## config.mk

```make
export PLATFORM = sky130hd
export DESIGN_NAME = nonce_result_scanner
export DESIGN_NICKNAME = d
export VERILOG_FILES = /design/src/rtl/bitcoin_pkg.sv /design/src/rtl/hash_min_cmp.sv /design/src/rtl/nonce_result_scanner.sv
export SDC_FILE = /design/constraint.sdc
export NUM_CORES = 1
export LEC_CHECK = 0
export CAP_MARGIN = 40
export CORE_MARGIN = 2
export CORE_UTILIZATION = 50
export CTS_BUF_LIST = sky130_fd_sc_hd__clkbuf_16
export CTS_CLUSTER_SIZE = 14
export DETAILED_ROUTE_END_ITERATION = 8
export DONT_BUFFER_PORTS = 1
export GPL_TIMING_DRIVEN = 0
export PLACE_DENSITY_LB_ADDON = 0.3
export SLEW_MARGIN = 20
export SYNTH_ARGS = -nofsm -noshare
export SYNTH_HDL_FRONTEND = slang
export SYNTH_HIERARCHICAL = 1
export SYNTH_SLANG_ARGS = --single-unit
```

## constraint.sdc

```tcl
create_clock -name clk -period 4.8 [get_ports clk]
set_clock_uncertainty 0.2 [all_clocks]
set_input_delay 0.72 -clock clk [delete_from_list [all_inputs] [get_ports clk]]
set_output_delay 0.72 -clock clk [all_outputs]
set_load 0.02 [all_outputs]
```

## src/rtl/bitcoin_pkg.sv

```systemverilog
// Shared definitions for the bitcoin hashing blocks: nonce count, scanner states and
// the layout of the summary word written back after a scan.
package bitcoin_pkg;

  localparam int NUM_NONCES_DEF = 16;

  // Summary word 0: found flag at the top, winning nonce index in the LSBs
  localparam int FOUND_BIT = 31;
  localparam int NONCE_LSB = 0;

  typedef enum logic [2:0] {
    ST_IDLE  = 3'd0,
    ST_PRIME = 3'd1,
    ST_SCAN  = 3'd2,
    ST_WR0   = 3'd3,
    ST_WR1   = 3'd4
  } scan_state_e;

endpackage

```

## src/rtl/hash_min_cmp.sv

```systemverilog
// Running-minimum step: keeps the current best unless the candidate is strictly
// smaller, so on equal values the earlier (lower) nonce index survives.
module hash_min_cmp #(
  parameter int DATA_W = 32,
  parameter int IDX_W  = 4
) (
  input  logic [DATA_W-1:0] cand,
  input  logic [IDX_W-1:0]  cand_idx,
  input  logic [DATA_W-1:0] best,
  input  logic [IDX_W-1:0]  best_idx,
  output logic [DATA_W-1:0] new_best,
  output logic [IDX_W-1:0]  new_idx
);

  // select candidate or incumbent
  always_comb begin
    new_best = best;
    new_idx  = best_idx;
    if (cand < best) begin
      new_best = cand;
      new_idx  = cand_idx;
    end else begin
      new_best = best;
      new_idx  = best_idx;
    end
  end

endmodule

```

## src/rtl/nonce_result_scanner.sv

```systemverilog
// Scans the h0 words left by the hasher, tracks the minimum and its nonce, compares it
// against the target and writes a two-word summary back into the shared RAM.
module nonce_result_scanner
  import bitcoin_pkg::*;
#(
  parameter int NUM_NONCES = NUM_NONCES_DEF,
  parameter int ADDR_W     = 16,
  parameter int DATA_W     = 32
) (
  input  logic                          clk,
  input  logic                          reset_n,
  input  logic                          start,
  input  logic [ADDR_W-1:0]             hash_addr,
  input  logic [ADDR_W-1:0]             result_addr,
  input  logic [DATA_W-1:0]             target,
  output logic                          done,
  output logic                          found,
  output logic [$clog2(NUM_NONCES)-1:0] best_nonce,
  output logic [DATA_W-1:0]             best_hash,
  output logic                          mem_clk,
  output logic                          mem_we,
  output logic [ADDR_W-1:0]             mem_addr,
  output logic [DATA_W-1:0]             mem_write_data,
  input  logic [DATA_W-1:0]             mem_read_data
);

  localparam int IDX_W = $clog2(NUM_NONCES);
  localparam int CNT_W = IDX_W + 1;

  scan_state_e       state_r;
  scan_state_e       state_next_s;
  logic [ADDR_W-1:0] hash_base_r;
  logic [ADDR_W-1:0] result_base_r;
  logic [DATA_W-1:0] target_r;
  logic [CNT_W-1:0]  rd_idx_r;
  logic [IDX_W-1:0]  cap_idx_r;
  logic              wb_done_r;
  logic [DATA_W-1:0] cmp_best_s;
  logic [IDX_W-1:0]  cmp_idx_s;
  logic              found_s;

  function automatic logic [DATA_W-1:0] summary_word(input logic found_bit,
                                                     input logic [IDX_W-1:0] idx);
    logic [DATA_W-1:0] w;
    w                     = '0;
    w[FOUND_BIT]          = found_bit;
    w[NONCE_LSB +: IDX_W] = idx;
    return w;
  endfunction

  assign mem_clk = clk;
  assign found_s = (best_hash < target_r);

  hash_min_cmp #(
    .DATA_W (DATA_W),
    .IDX_W  (IDX_W)
  ) u_cmp (
    .cand     (mem_read_data),
    .cand_idx (cap_idx_r),
    .best     (best_hash),
    .best_idx (best_nonce),
    .new_best (cmp_best_s),
    .new_idx  (cmp_idx_s)
  );

  // next-state selection
  always_comb begin
    state_next_s = state_r;
    case (state_r)
      ST_IDLE: begin
        if (start && !wb_done_r) state_next_s = ST_PRIME;
        else                     state_next_s = ST_IDLE;
      end
      ST_PRIME: state_next_s = ST_SCAN;
      ST_SCAN: begin
        if (cap_idx_r == IDX_W'(NUM_NONCES - 1)) state_next_s = ST_WR0;
        else                                     state_next_s = ST_SCAN;
      end
      ST_WR0:  state_next_s = ST_WR1;
      ST_WR1:  state_next_s = ST_IDLE;
      default: state_next_s = ST_IDLE;
    endcase
  end

  // datapath, memory port and status registers
  always_ff @(posedge clk or negedge reset_n) begin
    if (!reset_n) begin
      state_r        <= ST_IDLE;
      hash_base_r    <= '0;
      result_base_r  <= '0;
      target_r       <= '0;
      rd_idx_r       <= '0;
      cap_idx_r      <= '0;
      wb_done_r      <= 1'b0;
      done           <= 1'b0;
      found          <= 1'b0;
      best_nonce     <= '0;
      best_hash      <= '1;
      mem_we         <= 1'b0;
      mem_addr       <= '0;
      mem_write_data <= '0;
    end else begin
      state_r <= state_next_s;
      case (state_r)
        ST_IDLE: begin
          mem_we <= 1'b0;
          // the first IDLE cycle after a write-back always shows done, even with start held
          if (wb_done_r) begin
            wb_done_r <= 1'b0;
            done      <= 1'b1;
          end else if (start) begin
            done          <= 1'b0;
            hash_base_r   <= hash_addr;
            result_base_r <= result_addr;
            target_r      <= target;
            mem_addr      <= hash_addr;
            rd_idx_r      <= CNT_W'(1);
            cap_idx_r     <= '0;
            best_hash     <= '1;
            best_nonce    <= '0;
          end else begin
            done <= 1'b1;
          end
        end
        ST_PRIME: begin
          mem_addr <= hash_base_r + ADDR_W'(1);
          rd_idx_r <= rd_idx_r + CNT_W'(1);
        end
        ST_SCAN: begin
          best_hash  <= cmp_best_s;
          best_nonce <= cmp_idx_s;
          cap_idx_r  <= cap_idx_r + IDX_W'(1);
          if (rd_idx_r < CNT_W'(NUM_NONCES)) begin
            mem_addr <= hash_base_r + ADDR_W'(rd_idx_r);
            rd_idx_r <= rd_idx_r + CNT_W'(1);
          end else begin
            rd_idx_r <= rd_idx_r;
          end
        end
        ST_WR0: begin
          mem_we         <= 1'b1;
          mem_addr       <= result_base_r;
          mem_write_data <= summary_word(found_s, best_nonce);
        end
        ST_WR1: begin
          mem_we         <= 1'b1;
          mem_addr       <= result_base_r + ADDR_W'(1);
          mem_write_data <= best_hash;
          found          <= found_s;
          wb_done_r      <= 1'b1;
        end
        default: begin
          mem_we <= 1'b0;
        end
      endcase
    end
  end

endmodule

```

Word-level counts from Yosys, hierarchy flattened
Cells that the tools add are included.
{ "word_totals": {"regBits": 164, "latch_bits": 0, "ram_bits": 0, "mem_bits_ro": 0, "out_inout_bits": 88, "mem_count": 0} }
{ "classes": {"add_sub_neg": 5, "mul": 0, "div_mod_pow": 0, "magnitude_cmp": 3, "eq_ne": 9, "shifts": 0, "muxes": 25, "bitwise": 1, "reduce_logical": 15} }
{ "op_table": {"columns": ["cell", "count"], "rows": [
  ["case mux 32 bit (2 select lines)", 2],
  ["two-way mux 32 bit", 3],
  ["case mux 16 bit (5 select lines)", 1],
  ["< comparator 32 bit", 2],
  ["two-way mux 16 bit", 3],
  ["adder 16 x 1 -> 16 bit, second input constant", 2],
  ["adder 16 x 5 -> 16 bit", 1],
  ["case mux 4 bit (2 select lines)", 2],
  ["two-way mux 5 bit", 3],
  ["case mux 5 bit (3 select lines)", 1],
  ["two-way mux 4 bit", 3],
  ["case mux 3 bit (4 select lines)", 1],
  ["AND reduction 4 bit", 3],
  ["equality test 3 x 2 -> 1 bit, second input constant", 2],
  ["!= test 2 bit, second input constant", 3],
  ["AND reduction 3 bit", 2],
  ["nonzero test 2 bit", 3],
  ["adder 5 x 1 -> 5 bit, second input constant", 1],
  ["< comparator 5 bit, second input constant", 1],
  ["nonzero test 5 bit", 1],
  ["adder 4 x 1 -> 4 bit, second input constant", 1],
  ["equality test 4 bit, second input constant", 1],
  ["two-way mux 1 bit", 4],
  ["case mux 1 bit (2 select lines)", 2],
  ["other kinds (9)", 10]
]} }

Depth between registers and ports, before layout
Gate-level depths: netlist of run 1.
{ "logic_depth": {"depth_word": 4, "ltp_mapped": 14, "ltp_nobuf": 10} }

Modules after synthesis
Netlist of run 1, hierarchy kept.
{ "modules_own_cells": {"columns": ["mod", "n_inst", "cells_each", "area_per_inst_um2", "seq_area_each_um2"], "rows": [
  ["nonce_result_scanner", 1, 858, 8339.2, 4144.0],
  ["hash_min_cmp", 1, 146, 1377.6, 0.0]
]} }

==> results of run 1 <==
registers in the layout, indices dropped and copies added, names as in the netlist, 4 cells and up:
name and flops:
cap_idx_r 4, best_hash 32, rd_idx_r 5, best_nonce 4, mem_write_data 32, mem_addr 16
result_base_r 16, hash_base_r 16, target_r 32
routing by layer:
layer  vias to the layer above  routed length [um]  global-route usage
li1                       3646                   -                   -
met1                      3877               11800               0.357
met2                       325               13400               0.451
met3                        55                2260              0.0686
met4                         0                 762               0.105
met5                         -                   0                   0
timing repair:
action | 4_1_cts | 5_1_grt
resized for setup | 0 | 0
hold buffers | 1 | 1
endpoints found under the hold margin | 164 | 1
kinds of logic (layout without fill, tap and decap cells):
| group | Yosys count | count (layout) | share of synthesized area |
|---|---|---|---|
| AND/OR/NAND/NOR | 315 | 315 | 0.150 |
| AO/OA/AOI/OAI | 251 | 251 | 0.181 |
| flip-flops | 164 | 164 | 0.426 |
| buffers and inverters | 122 | 158 | 0.0550 |
| adder cells (fa/ha/maj) | 71 | 71 | 0.0922 |
| multiplexers | 48 | 48 | 0.0658 |
| XOR/XNOR | 33 | 33 | 0.0297 |
worst min path at each step:
stage,from,endpoint,slack [ns],depth (start not counted)
final,result_addr[11],result_base_r[11],0.08,2
after global routing,result_addr[8],result_base_r[8],0.07,2
after CTS,reset_n,mem_write_data[5],0.05,1
after detailed placement,reset_n,mem_write_data[11],0.23,0
after global placement,reset_n,mem_write_data[10],0.23,0
after floorplan,reset_n,best_nonce[0],0.22,0
area by class of cell:
cell class / count / area [sq um] / area share
plain buffers: 54 / 279 / 0.0259
clock buffers: 20 / 500 / 0.0465
clock inverters: 14 / 188 / 0.0174
inverters: 68 / 255 / 0.0237
multi-input cells: 718 / 5040 / 0.468
flip-flops and latches: 164 / 4140 / 0.385
well taps: 260 / 325 / 0.0302
repair buffers: 2 / 37.5 / 0.00349
synth_stat cells (11+ instances only):
| cell type | n |
|---|---|
| mux2_4 | 30 |
| a22o_1 | 32 |
| nor2_1 | 32 |
| mux2i_1 | 11 |
| dfstp_2 | 32 |
| a21oi_1 | 29 |
| dfrtp_1 | 132 |
| o21ai_0 | 71 |
| nand2_1 | 188 |
| a221oi_1 | 11 |
| clkbuf_1 | 31 |
| o22a_1 | 29 |
| ha_1 | 70 |
| nand4_1 | 15 |
| xor2_1 | 17 |
| xnor2_1 | 16 |
| nand3_1 | 21 |
| inv_1 | 67 |
worst max-delay path: stages (launching register included):
cell and delay, ns:
dfrtp_1 0.41, buf_2 0.19, nor3b_2 0.40, buf_2 0.37, buf_1 0.60, buf_2 0.44, nand2_1 0.10, o21ai_0 0.09
ha_1 0.34, and4_1 0.37, nand3_1 0.15, a21oi_1 0.22, xnor2_1 0.14, nand2_1 0.08, a311oi_1 0.26
power by group:
group          internal [mW]  switching, mW
clock                  0.981          0.606
combinational           1.61           2.27
sequential              2.10           1.04
total                   4.69           3.91
==> impl_metrics.yaml, run 1 <==
cells_and_area:
  final_cell_mix: "nand2_1, dfrtp_1, o21ai_0"
  final_cells: 1300
  final_common_cell: "nand2_1"
  fin_nets: 1198
  final_layout_size_suffix_gt1_frac: 0.121
  fin_util: 0.570
  syn2layout_area_growth_pct: 10.8
  n_fill_cell: 1639
  insertedDiodeCount: 0
  design_area_sq_um: 10800
floorplan:
  rows: 50
  io_pins: 187
  die_h_um: 143
  dieArea_sq_um: 20600
  design.core.area_sq_um: 18900
  floorplan.initialDensity: 0.514
  die_w_um: 143
grt:
  grt_antenna_before_repair: 0
  grt_max_degree: 165
  track_usage: 0.277
  grt_pass1_wl_um: 43300
  grt_overflow: 0
  grt_pass1_vias: 7703
place:
  numPortBuffers: 0
  dp.cells: 1264
  place_area_sq_um: 10000
  pre_cts_slack_ns: 0.466
  dp_hpwl_um: 20300
  routabilityCongestion: 0.903
yosys:
  netlist_area_sq_um: 9720
  yosys-top-cells-area: "dfrtp_1, ha_1, dfstp_2, nand2_1, mux2_4"
  seq_area_frac_synth: 0.426
  synth_top_area_frac: 0.340
  syn_nets: 1174
  synth-edff-count: 0
  synthFlopType: "dfrtp_1"
  syn_area_per_cell_sq_um: 9.68
  ys_async_sr_fraction: 1.00
  ys_types: 69
  yosysWarnings: 6
  synth.largest_area_cell: "dfrtp_1"
  ys_ff_latch: 164
  syn-instance-count: 1004
worst_setup_path:
  worst_setup_path_start_kind: "flip-flop"
  rrSetupSlack_ns: 0.32
  worstPathArrival_ns: 4.72
  critical_path_class: "flip-flop to flip-flop"
  reg2regPathDepth: 14
  crit_fanout: 10
  crit_path_end: "mem_addr[10]"
  reg2reg_to: "mem_addr[10]"
  crit_path_start: "state_r[0]"
  cp-end-kind: "flip-flop"
  cp.required_ns: 5.04
  critical_path.reg2reg.startpoint: "state_r[0]"
detailed_routing:
  routed_via_density: 6.08
  ant_nets: 0
  dr.pass1.iters: 5
  drt-initial-drc-count: 624
  drc: 0
  wire_per_inst_um: 21.7
  drt-total-wl_um: 28200
  dr_total_vias: 7903
timing:
  finalCritPeriodShare: 0.932
  tightest_slew_ns: 0.848
  drv_slew: 0
  fmax_ghz: 0.223
  tns_ns: 0
  hold_viol: 0
  relSlewSlack: 0.435
  timing.hold.ws_ns: 0.0789
  fin_ws_ns: 0.324
  finalSetupViolCount: 0
  period_needed_ns: 4.48
  rsz0062_at_grt: "no"
hold_path:
  hold_class: "input pin to flip-flop"
power_and_ir_drop:
  peakVddDrop_mv: 0.336
  power_leakage_nw: 5.02
  power_mw: 8.60
  p_per_area_nw_per_um2: 799
clock_network:
  cts_tree: "yes"
  cts_setup_buffers: 0
  clk_pin_slew_ns: 0.07
  clk_latency_ns: 0.55
job:
  drv_cap: 0
status:
  status: "finished clean"
(Power assumes the default switching activity.)
==> run 2, diff against run 1 <==
--- a/config.mk
+++ b/config.mk
@@ -5,6 +5,7 @@
 export SDC_FILE = /design/constraint.sdc
 export NUM_CORES = 1
 export LEC_CHECK = 0
+export ABC_AREA = 1
 export CAP_MARGIN = 40
 export CORE_MARGIN = 2
 export CORE_UTILIZATION = 50
==> run 2 against run 1 <==
Against the previous run: cell count up 27%; combinational power rose by 24%; sequential power down 3%; setup slack improved by 0.77 ns; sequential share of layout area down 2.0 points; first-iteration DRC count grew 9.3%; global-route usage up 1.5 points; clock power is 4% higher; largest power group unchanged.
==> impl_metrics.yaml, run 2 <==
floorplan:
  dieArea_sq_um: 21700
  design.core.area_sq_um: 20200
  die_w_um: 147
  io_pins: 187
  floorplan.initialDensity: 0.508
  rows: 52
  die_h_um: 147
worst_setup_path:
  worstPathCellList: "clkbuf_16 -> clkbuf_16 -> buf_4"
  crit_top_cell: "clkbuf_16"
  cp.required_ns: 3.88
  worst_setup_path_start_kind: "clock port"
  worstPathArrival_ns: 2.79
  critical_path_class: "clock port to output port"
  cp-end-kind: "output port"
  cpMaxStageDelayCell: "buf_4"
  max_stage_delay_ns: 0.14
  crit_fanout: 2
yosys:
  syn_nets: 1508
  synth_most_common_cell: "nand2_1"
  synth_top_area_frac: 0.322
  synth_top_family_by_area: "simple AND/OR/NAND/NOR gates"
  synth.largest_area_cell: "dfrtp_1"
  synth-edff-count: 0
  synth_adder_area_share: 0.0874
  yosysWarnings: 6
  syn_area_per_cell_sq_um: 7.66
  syn-instance-count: 1338
  yosys-top-cells-area: "dfrtp_1, nand2_1, ha_1, dfstp_2, nand3_1"
  seq_area_frac_synth: 0.404
  synth_mux_area_frac: 0
  ys_async_sr_fraction: 1.00
  synthFlopType: "dfrtp_1"
  ys_ff_latch: 164
  netlist_area_sq_um: 10200
  ys_types: 46
  synth_simple_gate_area_frac: 0.276
  synthXorXnorAreaFrac: 0.000855
  yosys-top-cells-count: "nand2_1, inv_1, nand3_1, dfrtp_1, a21oi_1"
  synth_compound_area_frac: 0.132
place:
  place_area_sq_um: 10600
  dp.cells: 1609
  routabilityCongestion: 0.950
  dp_hpwl_um: 23200
  numPortBuffers: 0
detailed_routing:
  ant_nets: 0
  routed_via_density: 5.51
  dr.pass1.iters: 5
  wire_per_inst_um: 18.9
  drt-initial-drc-count: 682
  dr_total_vias: 9072
  drc: 0
  drt-total-wl_um: 31100
clock_network:
  clk_pin_slew_ns: 0.06
  clk_latency_ns: 0.54
  cts_setup_buffers: 0
  cts_tree: "yes"
grt:
  track_usage: 0.292
  grt_overflow: 0
  grt_pass1_vias: 9017
  grt_max_degree: 165
  grt_antenna_before_repair: 0
  grt_pass1_wl_um: 49200
timing:
  rsz0062_at_grt: "no"
  relSlewSlack: 0.432
  hold_viol: 0
  drv_slew: 0
  tns_ns: 0
  finalSetupViolCount: 0
  tightest_slew_ns: 0.852
cells_and_area:
  register_area_sq_um: 4140
  top_regs: "best_hash (32), mem_write_data (32), target_r (32)"
  final_cell_mix: "nand2_1, inv_1, nand3_1"
  final_layout_size_suffix_gt1_frac: 0.137
  final_cells: 1646
  n_fill_cell: 1893
  fin_nets: 1533
  final_common_cell: "nand2_1"
  syn2layout_area_growth_pct: 10.7
  insertedDiodeCount: 0
  multi_input_area_sq_um: 5090
  design_area_sq_um: 11300
job:
  drv_cap: 0
hold_path:
  hold_class: "input pin to flip-flop"
power_and_ir_drop:
  power_leakage_nw: 5.85
  p_per_area_nw_per_um2: 840
  peakVddDrop_mv: 0.387
status:
  status: "finished clean"
[run 2: cell count changes after synthesis, sizes merged, moves of 15 or more]
| cell | before | now |
|---|---|---|
| xor2 | 17 | 0 |
| nor2 | 32 | 82 |
| mux2 | 37 | 0 |
| clkbuf | 32 | 17 |
| o22a | 29 | 4 |
| nand3 | 21 | 160 |
| buf | 22 | 41 |
| inv | 67 | 175 |
| xnor2 | 16 | 1 |
| a22o | 32 | 1 |
| a21oi | 29 | 80 |
| o21ai | 73 | 142 |
| nand2 | 188 | 356 |
[run 2: cell families (layout without fill, tap and decap cells)]
logic type	Yosys count	in the layout
and+or+nand+nor	621	621
AOI/OAI and AO/OA	246	246
buffers and inverters	235	273
DFF	164	164
adders and majority gates	71	71
xor gates and xnor gates	1	1
[run 2: layout make-up]
class | instances | area share
flip-flops and latches | 164 | 0.365
inverters | 177 | 0.0586
repair buffers | 3 | 0.00397
clock buffers | 20 | 0.0441
plain buffers | 58 | 0.0311
well taps | 270 | 0.0298
multi-input cells | 939 | 0.448
clock inverters | 15 | 0.0188
[run 2: worst paths after layout]
check                                from                 end  slack (ns)  cells past startpoint
setup / recovery                      clk             mem_clk        1.09                      3
hold / removal             result_addr[2]    result_base_r[2]        0.09                      2
setup reg to reg              rd_idx_r[0]        mem_addr[10]        1.84                     14
hold reg to reg                 wb_done_r           wb_done_r        0.30                      1
max in group asynchronous         reset_n  mem_write_data[15]        3.09                      2
min in group asynchronous         reset_n        mem_addr[13]        0.67                      2
[run 2: power breakdown]
| part | switching, mW | internal [mW] | total, mW |
|---|---|---|---|
| Clock | 0.621 | 1.04 | 1.66 |
| Combinational | 3.20 | 1.62 | 4.82 |
| Sequential | 0.938 | 2.11 | 3.05 |
| Total | 4.76 | 4.77 | 9.53 |
[run 2: repair_timing]
| action | in CTS | in global routing |
|---|---|---|
| gates resized for setup | 0 | 0 |
| hold buffers | 1 | 1 |
| hold endpoints to repair | 164 | 5 |
[run 2: critical path: cells and delay by family]
kind,cells,cell delay (ns)
buf+inv,3,0.39
[run 2: routing by layer]
layer,track usage,vias up,part of all wire
met5,0,-,0
met4,0.0971,0,0.025
met3,0.0739,54,0.077
met2,0.473,343,0.47
met1,0.385,4263,0.43
li1,-,4412,-
[run 2: stage by stage]
| step | utilization | hold slack, ns | worst slack (ns) | power, mW |
|---|---|---|---|---|
| after floorplan | - | 0.224 | 1.35 | 6.39 |
| after global placement | 0.525 | 0.230 | 1.35 | 7.68 |
| after detailed placement | 0.525 | 0.235 | 1.35 | 7.83 |
| after CTS | 0.562 | 0.0550 | 1.09 | 9.51 |
| after global routing | 0.562 | 0.0990 | 1.09 | 10.3 |
| final | 0.562 | 0.0936 | 1.09 | 9.53 |
==> run 3, diff against run 2 <==
==> constraint.sdc (replaced) <==
create_clock -name clk -period 3.17 [get_ports clk]
set_clock_uncertainty 0.2 [all_clocks]
set_input_delay 0.4755 -clock clk [delete_from_list [all_inputs] [get_ports clk]]
set_output_delay 0.4755 -clock clk [all_outputs]
set_load 0.02 [all_outputs]
==> run 3 against run 2 <==
Against the previous run: hold slack got worse by 0.67 ns; critical path type is now flip-flop to flip-flop; via count increased by 5.4%; non-clock buffer count increased by 83; die area unchanged; the run now ends with negative hold slack left; cell count increased by 5.0%; design area increased by 7.2%; sequential cell count unchanged.
==> impl_metrics.yaml, run 3 (same netlist as run 2, synthesis figures left out) <==
worst_setup_path:
  worstPathCellList: "ha_1 -> inv_1 -> fa_1 -> inv_1 -> nand3_1 -> nand2_1 -> nand2_1 -> a21oi_1 -> buf_4 -> nand4_1 -> nand3_1 -> nand3_1 -> nand2_1 -> nand2_1"
  crit_path_start: "rd_idx_r[0]"
  crit_top_cell: "nand2_1"
  cp-end-kind: "flip-flop"
  rrSetupSlack_ns: 0.25
  worstPathArrival_ns: 3.16
  cpMaxStageDelayCell: "dfrtp_1"
  cp.required_ns: 3.41
  critical_path_class: "flip-flop to flip-flop"
  worst_setup_path_start_kind: "flip-flop"
  critical_path.reg2reg.startpoint: "rd_idx_r[0]"
  max_stage_delay_ns: 0.46
  crit_fanout: 6
  reg2reg_to: "mem_addr[12]"
  reg2regPathDepth: 14
floorplan:
  floorplan.initialDensity: 0.508
  dieArea_sq_um: 21700
  die_h_um: 147
  rows: 52
  design.core.area_sq_um: 20200
  io_pins: 187
  die_w_um: 147
cells_and_area:
  fin_nets: 1616
  final_cell_mix: "nand2_1, inv_1, nand3_1"
  final_layout_size_suffix_gt1_frac: 0.129
  final_common_cell: "nand2_1"
  design_area_sq_um: 12200
  syn2layout_area_growth_pct: 18.6
  insertedDiodeCount: 0
  n_fill_cell: 1821
  top_regs: "best_hash (32), mem_write_data (32), target_r (32)"
place:
  place_area_sq_um: 10600
  pre_cts_slack_ns: 0.351
  routabilityCongestion: 0.950
  dp_hpwl_um: 23200
  numPortBuffers: 0
grt:
  grt_max_degree: 165
  track_usage: 0.306
  grt_pass1_vias: 9584
  grt_overflow: 0
  grt_pass1_wl_um: 51700
  grt_antenna_before_repair: 0
timing:
  tns_ns: 0
  finalSetupViolCount: 0
  timing.hold.ws_ns: -0.574
  hold_viol: 164
  period_needed_ns: 2.92
  rsz0062_at_grt: "no"
  relSlewSlack: 0.444
  fin_ws_ns: 0.249
  drv_slew: 0
  tightest_slew_ns: 0.834
  fmax_ghz: 0.342
  finalCritPeriodShare: 0.921
hold_path:
  hold_class: "input pin to async pin"
clock_network:
  cts_resized: 0
  cts_tree: "yes"
  holdBufCountCts: 85
  clk_pin_slew_ns: 0.07
  clk_latency_ns: 0.55
  cts_setup_buffers: 0
power_and_ir_drop:
  p_per_area_nw_per_um2: 1200
  peakVddDrop_mv: 0.586
  power_leakage_nw: 6.19
detailed_routing:
  wire_per_inst_um: 18.8
  dr_total_vias: 9560
  drt-total-wl_um: 32500
  dr.pass1.iters: 8
  ant_nets: 0
  drt-initial-drc-count: 703
  drc: 0
  routed_via_density: 5.53
status:
  status: "finished, violations left"
  violations: "negative hold slack"
job:
  drv_cap: 0
run 3: changes by cell type in the layout (fill, tap and decap cells not counted):
cell,change
buf_16,-1
dlygate4sd3_1,+84
run 3: final cells by class:
cell class | instances | area, sq um | area share
flip-flops and latches | 164 | 4140 | 0.341
clock buffers | 20 | 500 | 0.0412
plain buffers | 58 | 353 | 0.0290
well taps | 270 | 338 | 0.0278
multi-input cells | 939 | 5090 | 0.418
clock inverters | 15 | 213 | 0.0175
repair buffers | 86 | 858 | 0.0706
inverters | 177 | 664 | 0.0547
run 3: critical path, delay by kind of cell, from the launching register on:
kind / cells / cell delay (ns)
adder cells (fa/ha/maj): 2 / 0.71
buffers and inverters: 3 / 0.39
flip-flops: 1 / 0.46
AO/OA/AOI/OAI: 1 / 0.37
AND/OR/NAND/NOR: 8 / 0.68
run 3: power by group:
| group | switching (mW) | internal, mW |
|---|---|---|
| Combinational | 4.87 | 2.52 |
| Clock | 0.944 | 1.57 |
| Sequential | 1.43 | 3.20 |
run 3: per-stage QoR:
step,power [mW],cells,utilization
finish,14.5,1729,0.603
global route,15.7,1729,0.603
CTS,14.4,1729,0.603
detailed placement,11.9,1609,0.525
global placement,11.6,1608,0.525
floorplan,9.68,1338,-
run 3: how the worst max path moves through the flow:
stage,endpoint,slack [ns],cells after the start
floorplan,mem_clk,0.78,1
global placement,mem_addr[12],0.08,13
detailed placement,mem_addr[12],0.35,14
CTS,mem_addr[12],0.32,14
global route,mem_addr[10],0.11,14
finish,mem_addr[12],0.25,14
run 3: per-layer routing:
layer | wire length [um] | GRT usage | part of all wire | vias up
met5 | 0 | 0 | 0 | -
met4 | 927 | 0.111 | 0.029 | 0
met3 | 2670 | 0.0727 | 0.082 | 69
met2 | 15400 | 0.502 | 0.47 | 425
met1 | 13500 | 0.396 | 0.41 | 4480
li1 | - | - | - | 4586
